[src/rtl/host_pkg.sv]
// host_pkg: shared state encoding and width helper for the host sequencer
package host_pkg;

   typedef enum logic [3:0] {
      S_IDLE    = 4'd0,
      S_LOAD    = 4'd1,
      S_CRST    = 4'd2,
      S_REQ     = 4'd3,
      S_RUN     = 4'd4,
      S_RB_ADDR = 4'd5,
      S_RB_WAIT = 4'd6,
      S_FIN     = 4'd7,
      S_ERR     = 4'd8
   } host_state_t;

   // counter must hold the value TIMEOUT itself, hence one extra bit
   function automatic int host_cw(input int timeout);
      return $clog2(timeout) + 1;
   endfunction

endpackage

[src/rtl/host_tmo_ctr.sv]
// host_tmo_ctr: run-cycle counter with timeout compare
//   clk, reset : clock, sync active-high reset
//   clr_i      : zero the counter
//   en_i       : count one cycle
//   cnt_o      : current count
//   expired_o  : count has reached TIMEOUT-1
module host_tmo_ctr
   import host_pkg::*;
#(
   parameter int TIMEOUT = 4096,
   parameter int CW      = host_cw(TIMEOUT)
) (
   input  logic          clk,
   input  logic          reset,
   input  logic          clr_i,
   input  logic          en_i,
   output logic [CW-1:0] cnt_o,
   output logic          expired_o
);

   logic [CW-1:0] cnt_q;

   always_ff @(posedge clk)
      cnt_q <= (reset || clr_i) ? '0 : en_i ? cnt_q + 1'b1 : cnt_q;

   assign cnt_o     = cnt_q;
   assign expired_o = cnt_q == CW'(TIMEOUT - 1);

endmodule

[src/rtl/core_host_ctrl.sv]
// core_host_ctrl: host sequencer - preload memory, reset/start core, await done, read results back
//   load stream : ld_valid/ld_ready/ld_addr/ld_data/ld_last
//   core side   : core_reset, core_req, core_done
//   memory port : mem_wr_en, mem_addr, mem_wr_data, mem_rd_data (1-cycle read latency)
//   result      : res_valid/res_ready/res_data
//   status      : busy, done (pulse), timeout (sticky), cycle_cnt
module core_host_ctrl
   import host_pkg::*;
#(
   parameter int AW       = 8,
   parameter int DW       = 8,
   parameter int RST_CYC  = 2,
   parameter int TIMEOUT  = 4096,
   parameter int RB_BASE  = 0,
   parameter int RB_COUNT = 4,
   parameter int CW       = host_cw(TIMEOUT)
) (
   input  logic          clk,
   input  logic          reset,
   input  logic          start,
   input  logic          ld_valid,
   output logic          ld_ready,
   input  logic [AW-1:0] ld_addr,
   input  logic [DW-1:0] ld_data,
   input  logic          ld_last,
   output logic          core_reset,
   output logic          core_req,
   input  logic          core_done,
   output logic          mem_wr_en,
   output logic [AW-1:0] mem_addr,
   output logic [DW-1:0] mem_wr_data,
   input  logic [DW-1:0] mem_rd_data,
   output logic          res_valid,
   input  logic          res_ready,
   output logic [DW-1:0] res_data,
   output logic          busy,
   output logic          done,
   output logic          timeout,
   output logic [CW-1:0] cycle_cnt
);

   localparam int            RW       = $clog2(RST_CYC + 1);
   localparam logic [RW-1:0] RST_LAST = RW'(RST_CYC - 1);
   localparam logic [AW-1:0] RB_LAST  = AW'(RB_COUNT - 1);
   localparam logic [AW-1:0] BASE     = AW'(RB_BASE);

   host_state_t   state_q, state_d;
   logic [RW-1:0] rst_cnt_q;
   logic [AW-1:0] idx_q, idx_d;
   logic          ld_ready_q, core_reset_q, core_req_q, done_q, busy_q, timeout_q;
   logic          mem_wr_en_q, res_valid_q;
   logic [AW-1:0] mem_addr_q;
   logic [DW-1:0] mem_wr_data_q, res_data_q;
   logic          ld_acc, rb_acc, expired;

   // ld_ready_q is high exactly in LOAD, res_valid_q only in RB_WAIT
   assign ld_acc = ld_ready_q && ld_valid;
   assign rb_acc = res_valid_q && res_ready;
   assign idx_d  = (state_q == S_RUN) ? '0 : rb_acc ? idx_q + 1'b1 : idx_q;

   host_tmo_ctr #(.TIMEOUT(TIMEOUT), .CW(CW)) u_tmo (
      .clk       (clk),
      .reset     (reset),
      .clr_i     ((state_q == S_IDLE && start) || state_q == S_REQ),
      .en_i      (state_q == S_RUN),
      .cnt_o     (cycle_cnt),
      .expired_o (expired)
   );

   always_comb begin
      state_d = state_q;
      case (state_q)
         S_IDLE:    state_d = start ? S_LOAD : S_IDLE;
         S_LOAD:    state_d = (ld_acc && ld_last) ? S_CRST : S_LOAD;
         S_CRST:    state_d = (rst_cnt_q == RST_LAST) ? S_REQ : S_CRST;
         S_REQ:     state_d = S_RUN;
         S_RUN:     state_d = core_done ? (RB_COUNT == 0 ? S_FIN : S_RB_ADDR) : expired ? S_ERR : S_RUN;
         S_RB_ADDR: state_d = S_RB_WAIT;
         S_RB_WAIT: state_d = !rb_acc ? S_RB_WAIT : (idx_q == RB_LAST) ? S_FIN : S_RB_ADDR;
         default:   state_d = S_IDLE;
      endcase
   end

   // outputs are registered from the next state so they line up with state_q
   always_ff @(posedge clk) begin
      if (reset) begin
         state_q       <= S_IDLE;
         ld_ready_q    <= 1'b0;
         core_reset_q  <= 1'b1;
         core_req_q    <= 1'b0;
         done_q        <= 1'b0;
         busy_q        <= 1'b0;
         timeout_q     <= 1'b0;
         rst_cnt_q     <= '0;
         idx_q         <= '0;
         mem_wr_en_q   <= 1'b0;
         mem_addr_q    <= '0;
         mem_wr_data_q <= '0;
         res_valid_q   <= 1'b0;
         res_data_q    <= '0;
      end else begin
         state_q       <= state_d;
         ld_ready_q    <= state_d == S_LOAD;
         core_reset_q  <= !(state_d inside {S_REQ, S_RUN});
         core_req_q    <= state_d == S_REQ;
         done_q        <= state_d == S_FIN;
         busy_q        <= state_d != S_IDLE;
         timeout_q     <= (state_d == S_ERR) || (timeout_q && !(state_q == S_IDLE && start));
         rst_cnt_q     <= (state_q == S_CRST) ? rst_cnt_q + 1'b1 : '0;
         idx_q         <= idx_d;
         mem_wr_en_q   <= ld_acc;
         mem_wr_data_q <= ld_acc ? ld_data : '0;
         mem_addr_q    <= ld_acc ? ld_addr :
                          (state_d == S_RB_ADDR) ? BASE + idx_d :
                          (state_d == S_RB_WAIT) ? mem_addr_q : '0;
         // first RB_WAIT cycle captures read data, then hold until accepted
         res_valid_q   <= (state_q == S_RB_WAIT) && (!res_valid_q || !res_ready);
         res_data_q    <= (state_q == S_RB_WAIT && !res_valid_q) ? mem_rd_data : res_data_q;
      end
   end

   assign ld_ready    = ld_ready_q;
   assign core_reset  = core_reset_q;
   assign core_req    = core_req_q;
   assign done        = done_q;
   assign busy        = busy_q;
   assign timeout     = timeout_q;
   assign mem_wr_en   = mem_wr_en_q;
   assign mem_addr    = mem_addr_q;
   assign mem_wr_data = mem_wr_data_q;
   assign res_valid   = res_valid_q;
   assign res_data    = res_data_q;

endmodule

[config.mk]
export PLATFORM = sky130hd
export DESIGN_NAME = core_host_ctrl
export DESIGN_NICKNAME = d
export VERILOG_FILES = /design/src/rtl/host_pkg.sv /design/src/rtl/host_tmo_ctr.sv /design/src/rtl/core_host_ctrl.sv
export SDC_FILE = /design/constraint.sdc
export NUM_CORES = 1
export LEC_CHECK = 0
export ABC_AREA = 1
export ABC_CLOCK_PERIOD_IN_PS = 1450
export CAP_MARGIN = 10
export CORE_MARGIN = 2
export CORE_UTILIZATION = 43
export DETAILED_ROUTE_END_ITERATION = 7
export PLACE_DENSITY = 0.88
export SYNTH_ARGS = -nofsm -noshare
export SYNTH_HDL_FRONTEND = slang
export SYNTH_HIERARCHICAL = 1
export SYNTH_SLANG_ARGS = --single-unit
[constraint.sdc]
create_clock -name clk -period 1.45 [get_ports clk]
set_clock_uncertainty 0.05 [all_clocks]
set_input_delay 0.3625 -clock clk [delete_from_list [all_inputs] [get_ports clk]]
set_output_delay 0.3625 -clock clk [all_outputs]
set_load 0.02 [all_outputs]
==> key figures <==
Cells and area
  – Inserted Diodes: 0
  – Core Util, Final: 73.43%
  – Area Overhead vs Synth: 67.53%
  – Layout cells sized above 1: 34.95%
  – NumNets Final: 587
  – Non-Filler Instances: 635

Run status
  – Status: finished with violations
  – Failing checks: negative setup slack

Floorplan
  – Core footprint: 6277 µm²
  – Ports: 76
  – Die width: 83.99 µm
  – Site Rows: 29
  – Die H: 83.99 µm
  – Initial core utilization: 43.83%
  – Area of the die: 7054 µm²

Pwr
  – VDD IR max: 882.9 µV
  – Final Power: 3.577 mW
  – P per Cell Area: 776.1 nW/µm²
  – Lkg Pwr: 2.167 nW

Flow run
  – Max Cap Viol: 0

STA
  – # setup viols final: 25
  – Period minus WS final: 1706 ps
  – Final Hold Viols: 0
  – Hold WS: 384.2 ps
  – Final Cycle Share: 117.6%
  – Fin. max-slew vios: 0
  – Slew margin rel.: 76.14%
  – Final setup margin: -255.7 ps
  – FMAX: 586.3 MHz
  – RSZ-0062 raised after global routing: true
  – Worst Max-Slew Pin Slew: 356.8 ps

Logic synthesis
  – Yosys warnings: 6
  – Synth Area in Compound Gates: 8.959%
  – Library cells used by synthesis: 28
  – Syn Std Cell Area: 2751 µm²
  – Mapped Nets: 439
  – Post-synthesis mux area share: 0%
  – Mapped Avg Cell Area: 6.794 µm²
  – Async S/R FF share, synth: 0%
  – Synth Area in Adders: 1.364%
  – Most frequent cells after synthesis: 79 x nor2_1, 75 x nand2_1, 74 x inv_1, 59 x dfxtp_1, 20 x nand3_1
  – Share of the synthesized area in the top cell type: 42.93%
  – Synth Area in XOR/XNOR: 0.6367%
  – Post-synthesis sequential area ratio: 42.93%
  – Top post-synthesis cells by area: dfxtp_1 43%, nor2_1 11%, nand2_1 10%
  – EDFF count, synth: 0
  – Post-synth top flop: dfxtp_1
  – Synth Area in Simple Gates: 34.38%
  – Cells after synthesis: 405
  – Post-synthesis register bit count: 59
  – Largest family of logic cells by synthesized area: simple AND/OR/NAND/NOR gates
  – Most numerous cell in the Yosys netlist: nor2_1
  – Synth area leader: dfxtp_1

Route
  – Iteration-0 DRC Markers: 204
  – Vias post-DR: 3,198
  – 1st-pass router iterations: 5
  – Post-route ant nets: 0
  – WL final: 8970 µm
  – # DRC: 0
  – Wire per inst: 14.13 µm
  – Routed vias/inst: 5.036

Global routing
  – Initial antenna violation count: 0
  – Largest net degree at the start of global routing: 14
  – Vias in the first global route: 3,037
  – GRT overflow: 0
  – First-pass GRT wire length: 12,900 µm
  – GR Util All Layers: 22.41%

Clock tree
  – Inserted Clock Buffers: 9
  – Clk pin slew, worst setup/hold paths: 80 ps
  – Clock sink count: 59
  – Clock Latency Late Sink: 350 ps
  – Clk root buf: clkbuf_8
  – H-tree depth: 3
  – Max Root-Sink Buffers: 2
  – CTS tree: done

Setup path
  – Worst Path Required: 1640 ps
  – Worst setup EP type: flip-flop
  – CP max stage delay: 400 ps
  – Crit path max-delay cell type: dfxtp_4
  – Largest fanout on the critical path: 8
  – Setup CP Type: flip-flop to flip-flop
  – Cell family with most CP delay: simple AND/OR/NAND/NOR gates
  – WP buf/inv: 1
  – WP data arrival: 1900 ps
  – Cell chain of the critical path: inv_4 -> nor2_2 -> nand2_1 -> nor2_1 -> nor2_1 -> nand2_2 -> nand2_4 -> nor2_4 -> nand2_1 -> nand2_1 -> nor2_1
  – Critical Path Source Type: flip-flop

Place
  – Hpwl dp: 5667 µm
  – Port Buffers: 75
  – Routability cong.: 0.8099
  – Placed insts: 604

Min path
  – Hold crit path type: flip-flop to flip-flop
final timing paths:
path	slack (ps)	from	endpoint	cells after the start
worst min-delay path	380	rst_cnt_q[0]	rst_cnt_q[0]	1
worst max-delay path	-260	state_q[0]	mem_addr[2]	11
worst max register to register	-260	state_q[0]	mem_addr[2]	11
worst min register to register	380	rst_cnt_q[0]	rst_cnt_q[0]	1
report_power, final:
part	switching, mW	leakage, nW	total (mW)	internal, mW
sequential	0.0158	0.491	1.63	1.62
clock	0.742	0.0998	1.55	0.804
combinational	0.203	1.58	0.397	0.194
total	0.961	2.17	3.58	2.62
placed cells by master (no fill, tap or decap), types with 2 or more instances in the layout:
cell	Yosys	final
buf_12	0	2
nand4_1	9	9
buf_2	3	13
nand2_4	1	8
dlygate4sd2_1	0	22
nor4_1	2	2
nand2_1	75	54
inv_1	74	68
dfxtp_4	0	14
nor2_2	3	5
nor2_4	5	11
nor2_1	79	71
clkinv_4	0	3
inv_4	0	2
o21ai_2	0	6
nand3_4	0	3
o21ai_1	3	7
clkdlybuf4s15_1	0	12
or2_2	2	2
dfxtp_2	0	6
o21bai_1	8	8
o21ai_0	17	7
a21oi_1	16	15
clkbuf_8	0	9
inv_2	3	7
nand3_1	20	13
ha_4	0	2
nand2_2	3	17
buf_4	0	58
nand3_2	2	6
buf_6	0	10
dfxtp_1	59	39
nor3_1	7	5
clkdlybuf4s50_1	0	27
layer usage:
layer	part of all wire [%]	global-route usage [%]	up-vias
met1	39	25.23	1474
met5	0	0	-
met3	5.5	4.847	28
met2	53	39.78	140
li1	-	-	1556
met4	2.8	11.00	0
through the flow:
stage | setup slack (ps) | setup TNS [ps] | cell area (µm²)
detailed placement | -535.5 | -14820 | 4074
finish | -255.7 | -3090 | 4609
floorplan | -6.920 | -55.36 | 2835
global route | -418.9 | -5891 | 4609
global placement | -487.8 | -12960 | 4074
CTS | -230.2 | -2329 | 4335
sequential cells by signal (all words and copies together), names as in the netlist:
register	flops
res_data	8
mem_wr_data	8
done	1
timeout	1
mem_wr_en	1
u_tmo/cnt_o	13
ld_ready	1
core_reset	1
core_req	1
state_q	4
mem_addr	8
rst_cnt_q	2
busy	1
res_valid	1
idx_q	8
area by class of cell:
type	count	area, µm²
tap	77	96.34
sequential	59	1241
fill	447	1668
clock buffer	9	123.9
clock inverter	7	77.57
multi-input combinational	261	1529
timing repair buffer	145	1247
inverter	77	294.0
cells by family after synthesis:
| family | Yosys count |
|---|---|
| adders and majority gates | 3 |
| xor gates and xnor gates | 2 |
| and+or+nand+nor | 211 |
| AOI/OAI and AO/OA | 45 |
| DFF | 59 |
| buffers and inverters | 85 |
timing repair:
action / 4_1_cts / 5_1_grt
hold buffers: 0 / 0
gates resized for setup: 116 / 82
buffers inserted: 9 / 8
endpoints found under the setup margin: 78 / 53
gates cloned: 0 / 1
pin swaps: 23 / 27
Power figures use the tool's default switching activity.
